$ cat config.mk
export PLATFORM = sky130hd
export DESIGN_NAME = cnn_layer_sequencer
export DESIGN_NICKNAME = d
export VERILOG_FILES = /design/src/rtl/cnn_layer_sequencer.sv
export SDC_FILE = /design/constraint.sdc
export NUM_CORES = 1
export LEC_CHECK = 0
export BUFFER_PORTS_ARGS = -buffer_cell sky130_fd_sc_hd__clkbuf_2
export CELL_PAD_IN_SITES_DETAIL_PLACEMENT = 0
export CELL_PAD_IN_SITES_GLOBAL_PLACEMENT = 1
export CORE_MARGIN = 2
export CORE_UTILIZATION = 45
export DETAILED_ROUTE_END_ITERATION = 10
export MAX_ROUTING_LAYER = met4
export PLACE_DENSITY_LB_ADDON = 0.12
export SETUP_SLACK_MARGIN = 0.2
export SKIP_LAST_GASP = 1
export SYNTH_ARGS = -nofsm -noshare
export SYNTH_HDL_FRONTEND = slang
export SYNTH_SLANG_ARGS = --single-unit
$ cat constraint.sdc
create_clock -name clk -period 5.1 [get_ports clk]
set_input_delay 1.02 -clock clk [delete_from_list [all_inputs] [get_ports clk]]
set_output_delay 1.02 -clock clk [all_outputs]
set_load 0.01 [all_outputs]
$ cat src/rtl/cnn_layer_sequencer.sv
// Autonomous conv1/pool1/conv2/pool2/FC layer sequencer with registered control outputs.
// Optional per-layer watchdog and ERROR state compiled in with `define CNN_SEQ_TIMEOUT_EN.
module cnn_layer_sequencer #(
    parameter int SETTLE_CYCLES  = 2,
    parameter int TIMEOUT_CYCLES = 1 << 20
) (
    input  logic       clk,
    input  logic       reset_n,
    input  logic       start,
    input  logic       abort,
    input  logic [4:0] layer_done,
    output logic [4:0] layer_en,
    output logic [4:0] layer_mem_reset,
    output logic       MAC_enable,
    output logic       rMAC,
    output logic [1:0] MAC_layer,
    output logic       pooling_layer,
    output logic       busy,
    output logic       done,
    output logic       error,
    output logic [7:0] status
);

    typedef enum logic [2:0] {
        S_IDLE,
        S_PREP,
        S_RUN,
        S_DONE
`ifdef CNN_SEQ_TIMEOUT_EN
        , S_ERROR
`endif
    } state_t;

    typedef struct packed {
        logic [4:0] en;
        logic [4:0] mem_rst;
        logic       mac_en;
        logic       rmac;
        logic [1:0] mac_layer;
        logic       pool;
        logic       busy;
        logic       done;
        logic       err;
        logic [7:0] status;
    } outs_t;

    state_t     state;
    logic [2:0] layer;
    logic [3:0] settle_cnt;
    outs_t      outs;

    // Output image of a state; the FSM loads it alongside the state so every output is a flop.
    function automatic outs_t decode(input state_t s, input logic [2:0] lk);
        outs_t o;
        logic  run;
        logic  mac;
        run         = (s == S_RUN);
        mac         = run && !lk[0];
        o.en        = run ? (5'b00001 << lk) : 5'b00000;
        o.mem_rst   = ~o.en;
        o.mac_en    = mac;
        o.rmac      = ~mac;
        o.mac_layer = mac ? lk[2:1] : 2'b00;
        o.pool      = run && lk[0];
        o.busy      = (s == S_PREP) || run;
        o.done      = (s == S_DONE);
        o.err       = 1'b0;
        case (s)
            S_PREP, S_RUN: o.status = {5'd0, lk} + 8'd1;
            S_DONE:        o.status = 8'd6;
`ifdef CNN_SEQ_TIMEOUT_EN
            S_ERROR: begin
                o.status = 8'h80 | {5'd0, lk};
                o.err    = 1'b1;
            end
`endif
            default:       o.status = 8'd0;
        endcase
        return o;
    endfunction

`ifdef CNN_SEQ_TIMEOUT_EN
    logic [20:0] wd_cnt;
`else
    logic [31:0] unused_timeout;
    assign unused_timeout = 32'(TIMEOUT_CYCLES);
`endif

    always_ff @(posedge clk or negedge reset_n) begin
        if (!reset_n) begin
            state      <= S_IDLE;
            layer      <= 3'd0;
            settle_cnt <= 4'd0;
`ifdef CNN_SEQ_TIMEOUT_EN
            wd_cnt     <= 21'd0;
`endif
            outs       <= decode(S_IDLE, 3'd0);
        end else if (abort) begin
            state <= S_IDLE;
            layer <= 3'd0;
            outs  <= decode(S_IDLE, 3'd0);
        end else begin
            case (state)
                S_IDLE, S_DONE: begin
                    if (start) begin
                        state      <= S_PREP;
                        layer      <= 3'd0;
                        settle_cnt <= 4'd1;
                        outs       <= decode(S_PREP, 3'd0);
                    end
                end
                // layer_done is deliberately not looked at here: flags are stale during reset.
                S_PREP: begin
                    if (settle_cnt == 4'(SETTLE_CYCLES)) begin
                        state <= S_RUN;
`ifdef CNN_SEQ_TIMEOUT_EN
                        wd_cnt <= 21'd0;
`endif
                        outs  <= decode(S_RUN, layer);
                    end else begin
                        settle_cnt <= settle_cnt + 4'd1;
                    end
                end
                S_RUN: begin
                    if (layer_done[layer]) begin
                        if (layer == 3'd4) begin
                            state <= S_DONE;
                            outs  <= decode(S_DONE, layer);
                        end else begin
                            state      <= S_PREP;
                            layer      <= layer + 3'd1;
                            settle_cnt <= 4'd1;
                            outs       <= decode(S_PREP, layer + 3'd1);
                        end
                    end
`ifdef CNN_SEQ_TIMEOUT_EN
                    else if (wd_cnt == 21'(TIMEOUT_CYCLES - 1)) begin
                        state <= S_ERROR;
                        outs  <= decode(S_ERROR, layer);
                    end else begin
                        wd_cnt <= wd_cnt + 21'd1;
                    end
`endif
                end
`ifdef CNN_SEQ_TIMEOUT_EN
                S_ERROR: ;
`endif
                default: begin
                    state <= S_IDLE;
                    layer <= 3'd0;
                    outs  <= decode(S_IDLE, 3'd0);
                end
            endcase
        end
    end

    assign layer_en        = outs.en;
    assign layer_mem_reset = outs.mem_rst;
    assign MAC_enable      = outs.mac_en;
    assign rMAC            = outs.rmac;
    assign MAC_layer       = outs.mac_layer;
    assign pooling_layer   = outs.pool;
    assign busy            = outs.busy;
    assign done            = outs.done;
    assign error           = outs.err;
    assign status          = outs.status;

endmodule

# Yosys cells after proc, flatten, opt, wreduce, memory -nomap -nowiden
# Cells that the tools add are included.
# Widths: inputs -> output; s select.
word_totals:
  reg_bits: 36
  in_bits: 9
  output_inout_bits: 26
  word_cells: 67
op_classes:
  addsub: 4
  order_cmp: 1
  n_eq_ne: 14
  shifts: 1
  muxes: 25
  bitwise_logic: 2
  n_reduce_logical: 7
op_table:
  columns: ["op", "n"]
  rows:
  - ["$mux 26", 4]
  - ["$pmux 26 s3", 1]
  - ["$mux 3", 8]
  - ["$pmux 3 s3", 2]
  - ["$mux 4", 4]
  - ["$ne 3x3->1 const B", 4]
  - ["$pmux 4 s3", 1]
  - ["$mux 11", 1]
  - ["$ne 2x2->1 const B", 5]
  - ["$add 3x1->4 const B", 2]
  - ["$eq 3x2->1 const B", 2]
  - ["$reduce_and 6->1", 1]
  - ["$not 5->5", 1]
  - ["$shl 1x3->5 const A", 1]
  - ["$add 4x1->4 const B", 1]
  - ["$eq 4x2->1 const B", 1]
  - ["$lt 3x4->1 const B", 1]
  - ["$mux 2", 2]
  - ["$reduce_and 4->1", 1]
  - ["$add 3x1->3 const B", 1]
  - ["$bmux 1 s3", 1]
  - ["$eq 3x1->1 const B", 1]
  - ["$eq 3x3->1 const B", 1]
  - ["$logic_not 3->1", 1]
  - ["other kinds (6)", 6]

# Depth between registers and ports, before layout
depth:
  ltp_word: 6
  mapped_depth: 10
  depth_no_buf: 7

# Least setup slack after synthesis
# No wires, ideal clock.
synth_timing:
  path_kind: "input to register"
  start: "in layer_done[2]"
  end: "reg outs, in the netlist layer_mem_reset[0]"
  setup_time_ns: 0.096
  arrival_ns: 2.238
  t_required_ns: 5.004
  slack_ns: 2.766
  stages: 7
  n_path_buf: 2
  cell_sequence: "mux2_2 -> a21o_1 -> o21a_1 -> buf_6 -> or2_1 -> buf_6 -> a2bb2oi_1"
synth_via:
  elab_chain_len: 4
synth_rtl:
  columns: ["element", "line_no", "rtl"]
  rows:
  - ["start: declaration", "11", "input logic [4:0] layer_done,"]
  - ["$bmux 1 s3", "125", "if (layer_done[layer]) begin"]
  - ["$mux 1 (implied by the code)", "125", null]
  - ["$ne 3x3->1 (no line)", null, null]
  - ["$reduce_and 3->1 (no line)", null, null]
  - ["end signal: assignment", "119", "outs <= decode(S_RUN, layer);"]
  - ["end signal: assignment", "128", "outs <= decode(S_DONE, layer);"]
  - ["end signal: assignment", "133", "outs <= decode(S_PREP, layer + 3'd1);"]
  - ["end: declaration", "50", "outs_t outs;"]
# No other way between the ends. The select of a mux whose other input is x is not followed.
# A chain may end at the register's enable or synchronous reset.

# Worst setup path in the final report
layout_timing:
  start: "in layer_done[2]"
  end: "reg state[0]"
layout_via:
  elab_chain_len: 4
layout_rtl:
  columns: ["element", "line_no", "rtl"]
  rows:
  - ["$bmux 1 s3", "125", null]
  - ["$mux 1 (implied by the code)", "125", null]
  - ["$ne 3x3->1 (no line)", null, null]
  - ["$reduce_and 3->1 (no line)", null, null]
  - ["end signal: assignment", "127", "state <= S_DONE;"]
  - ["end signal: assignment", "130", "state <= S_PREP;"]
  - ["end signal: assignment", "149", "state <= S_IDLE;"]
  - ["end: declaration", "47", "state_t state;"]
# No other way between the ends. The select of a mux whose other input is x is not followed.

==> impl_metrics.py <==
metrics = {
    "worst_setup_path": {
        "timing.critical_path.slowest_cell_delay_ns": 0.64,
        "crit_chain": "clkbuf_2 -> mux2_2 -> a21o_1 -> o21a_1 -> nor2_1 -> a22o_1",
        "crit_path_start_kind": "input port",
        "path_class": "in2reg",
        "cp_max_fanout": 11,
        "cp-end-kind": "flip-flop",
        "cp_slowest_cell": "nor2_1",
        "required_arrival_time_at_the_worst_endpoint_ns": 5.32,
        "crit_arrival_ns": 2.77,
    },
    "logic_synthesis": {
        "syn-mean-instance-area_sq_um": 9.99,
        "synth.yosys.seq_area_share_pct": 43.6,
        "synth_async_sr_flop_share_pct": 100,
        "top_reg_cell_synth": "dfrtp_1",
        "synth.ff_latch_count": 30,
        "ys.warnings.count": 0,
        "post_synth_num_cell_types": 51,
        "synth-edff-count": 0,
        "post_synth_instance_area_sq_um": 1740,
        "post_synth_inst_count": 174,
    },
    "run_status": {
        "outcome": "finished, final reports clean",
    },
    "power_and_ir_drop": {
        "ir_worst_vdd_mv": 0.229,
        "total_power_consumption_mw": 0.894,
        "static-leakage-power_nw": 0.872,
        "power-per-cell-area_nw_per_um2": 467,
    },
    "finish": {
        "layout_commonest_cell": "clkbuf_2",
        "multiInputGateArea_sq_um": 831,
        "commonest_cells_after_routing_fill_and_taps_aside": "clkbuf_2, dfrtp_1, nand2_1, o21ai_0",
        "sequential_cell_area_sq_um": 758,
        "insertedDiodeCount": 0,
        "area_growth_from_synthesis_to_final_layout_pct": 10.0,
        "final_layout_size_suffix_gt1_share_pct": 23.5,
        "fillCellCount": 382,
        "postLayoutCellArea_sq_um": 1910,
        "finish.net_count": 217,
        "post_layout_nonfiller_instances": 248,
    },
    "clocking": {
        "post-cts-setup-buffers": 0,
        "tritoncts_clock_tree": "yes",
        "clk_pin_slew_worst_paths_ns": 0.06,
        "clock_sink_count": 30,
        "cts_made_buffers": 5,
        "number_of_resized_instances_in_the_post_cts_repair_step": 0,
        "ctsRootBufferMaster": "clkbuf_8",
        "cts.path.max_buffers": 2,
        "ctsHtreeMaxLevel": 2,
        "clkLatencyLatePin_ns": 0.28,
        "post_cts_hold_buffer_count": 0,
    },
    "global_routing": {
        "groute.usage.overall_pct": 21.3,
        "grt_pass1_vias": 1394,
        "grt_pass1_wl_mm": 6.76,
        "maximum_number_of_pins_on_one_net_before_global_route_repair": 31,
        "number_of_antenna_violations_at_the_first_check_in_global_routing": 0,
        "globalRouteOverflowTotal": 0,
    },
    "sta": {
        "worst-slew-pin-transition_ns": 0.768,
        "timing_hold_violations_final": 0,
        "final.period_utilization_pct": 50.0,
        "max-slew-margin-rel_pct": 48.6,
        "fmaxAchievable_mhz": 392,
        "final.setup.tns_ns": 0,
        "grt_setup_unrepaired": "false",
        "fin_worst_skew_ns": 0.00261,
        "slew_viols_final": 0,
        "period_needed_ns": 2.55,
        "finalSetupViolCount": 0,
    },
    "routing": {
        "remaining_drc_errors": 0,
        "drtAntennaViolNets": 0,
        "detail_route.first_pass.iterations": 4,
        "totalWireLength_mm": 3.89,
        "post_drt_wl_per_cell_microns": 15.7,
        "drt-vias-per-instance": 5.48,
        "drt_iter0_drc": 105,
        "routed-via-count": 1359,
    },
    "placement": {
        "port_buffers": 29,
        "post-dp-hpwl_mm": 2.80,
        "routabilityCongestion": 0.911,
        "placed_instance_area_sq_um": 1830,
        "cell_count_after_placement": 240,
    },
    "die": {
        "core.rowCount": 22,
        "die_h_microns": 66.1,
        "die_x_microns": 66.1,
        "fp.dieArea_sq_um": 4380,
        "start_util_pct": 47.1,
        "floorplan.core_area_sq_um": 3690,
        "pin_count": 35,
    },
    "job": {
        "max_cap_violations": 0,
    },
    "min_path": {
        "tightest_hold_check_type": "reg2reg",
    },
}
[sequential cells by signal (all words and copies together), names as in the netlist, 2 cells and up]
name and cells:
layer_mem_reset 5, status 4, layer 3, MAC_layer 2, settle_cnt 4, layer_en 5
state 2
[layout make-up]
class / instances / share of cell area, %
timing repair buffer: 29 / 7.59
inverter: 10 / 1.96
multi-input combinational: 123 / 43.5
tap: 48 / 3.14
sequential: 30 / 39.7
clock buffer: 8 / 4.19
[per-stage QoR]
stage / util, % / setup slack, ns / hold WS, ns
floorplan: - / 2.77 / 0.489
global placement: 49.7 / 2.37 / 0.483
detailed placement: 49.7 / 2.30 / 0.474
CTS: 51.8 / 2.59 / 0.493
global route: 51.8 / 2.41 / 0.515
finish: 51.8 / 2.55 / 0.490
[layer usage]
| layer | vias up | share of wire, % | global-route usage (%) |
|---|---|---|---|
| li1 | 676 | - | - |
| met1 | 636 | 48 | 28.1 |
| met5 | - | 0 | - |
| met2 | 41 | 44 | 31.6 |
| met3 | 6 | 5.8 | 6.47 |
| met4 | 0 | 1.4 | 6.89 |
[critical path: cells and delay by family]
family,cells,cell delay (ns)
AO/OA/AOI/OAI,3,0.76
buffers and inverters,1,0.08
multiplexers,1,0.26
AND/OR/NAND/NOR,1,0.64
[power breakdown]
group	switching [mW]	internal (mW)
logic	0.232	0.145
registers	0.0397	0.297
clock network	0.0831	0.0966
total	0.355	0.539
[path summary, 6_finish.rpt]
kind                                    startpoint                 endpoint  slack [ns]  cells past startpoint
setup / recovery                     layer_done[2]     state[0]$_DFFE_PN0P_        2.55                      6
setup reg to reg              state[0]$_DFFE_PN0P_     state[0]$_DFFE_PN0P_        2.64                      6
hold / removal             layer_en[0]$_DFFE_PN0P_  layer_en[0]$_DFFE_PN0P_        0.49                      1
hold reg to reg            layer_en[0]$_DFFE_PN0P_  layer_en[0]$_DFFE_PN0P_        0.49                      1
max in group asynchronous                  reset_n         done$_DFFE_PN0P_        3.85                      1
min in group asynchronous                  reset_n    status[2]$_DFFE_PN0P_        0.78                      1
[Yosys cell counts, types with 2 or more instances]
master     count  area share (%)
nor2_1        10             2.2
nand4_1        3             1.1
nand2_1       14             3.0
dfrtp_1       24              35
inv_1         10             2.2
o21ai_0       12             3.5
nor3_1         3            0.86
buf_6          4             2.6
a21oi_1        8             2.3
or2_2          2            0.72
mux2_2         2             1.3
nand3_1        4             1.2
buf_4          6             2.6
a32o_1         3             1.7
ha_1           9             6.5
o2bb2ai_1      3             1.5
a22o_1         5             2.5
a211oi_1       4             1.7
dfstp_2        6             9.1
a2bb2oi_1      6             3.0
nand2b_1       3             1.1
and3_1         3             1.1
a22oi_1        2            0.86
[cells by family after synthesis]
kind of cell / count (synthesis) / synth area share (%)
buf+inv: 25 / 9.43
flops: 30 / 43.6
mux: 3 / 1.87
fa+ha+maj: 9 / 6.48
simple gates: 51 / 15.3
compound gates: 55 / 23.0
other cells: 1 / 0.216
Power figures use the tool's default switching activity.
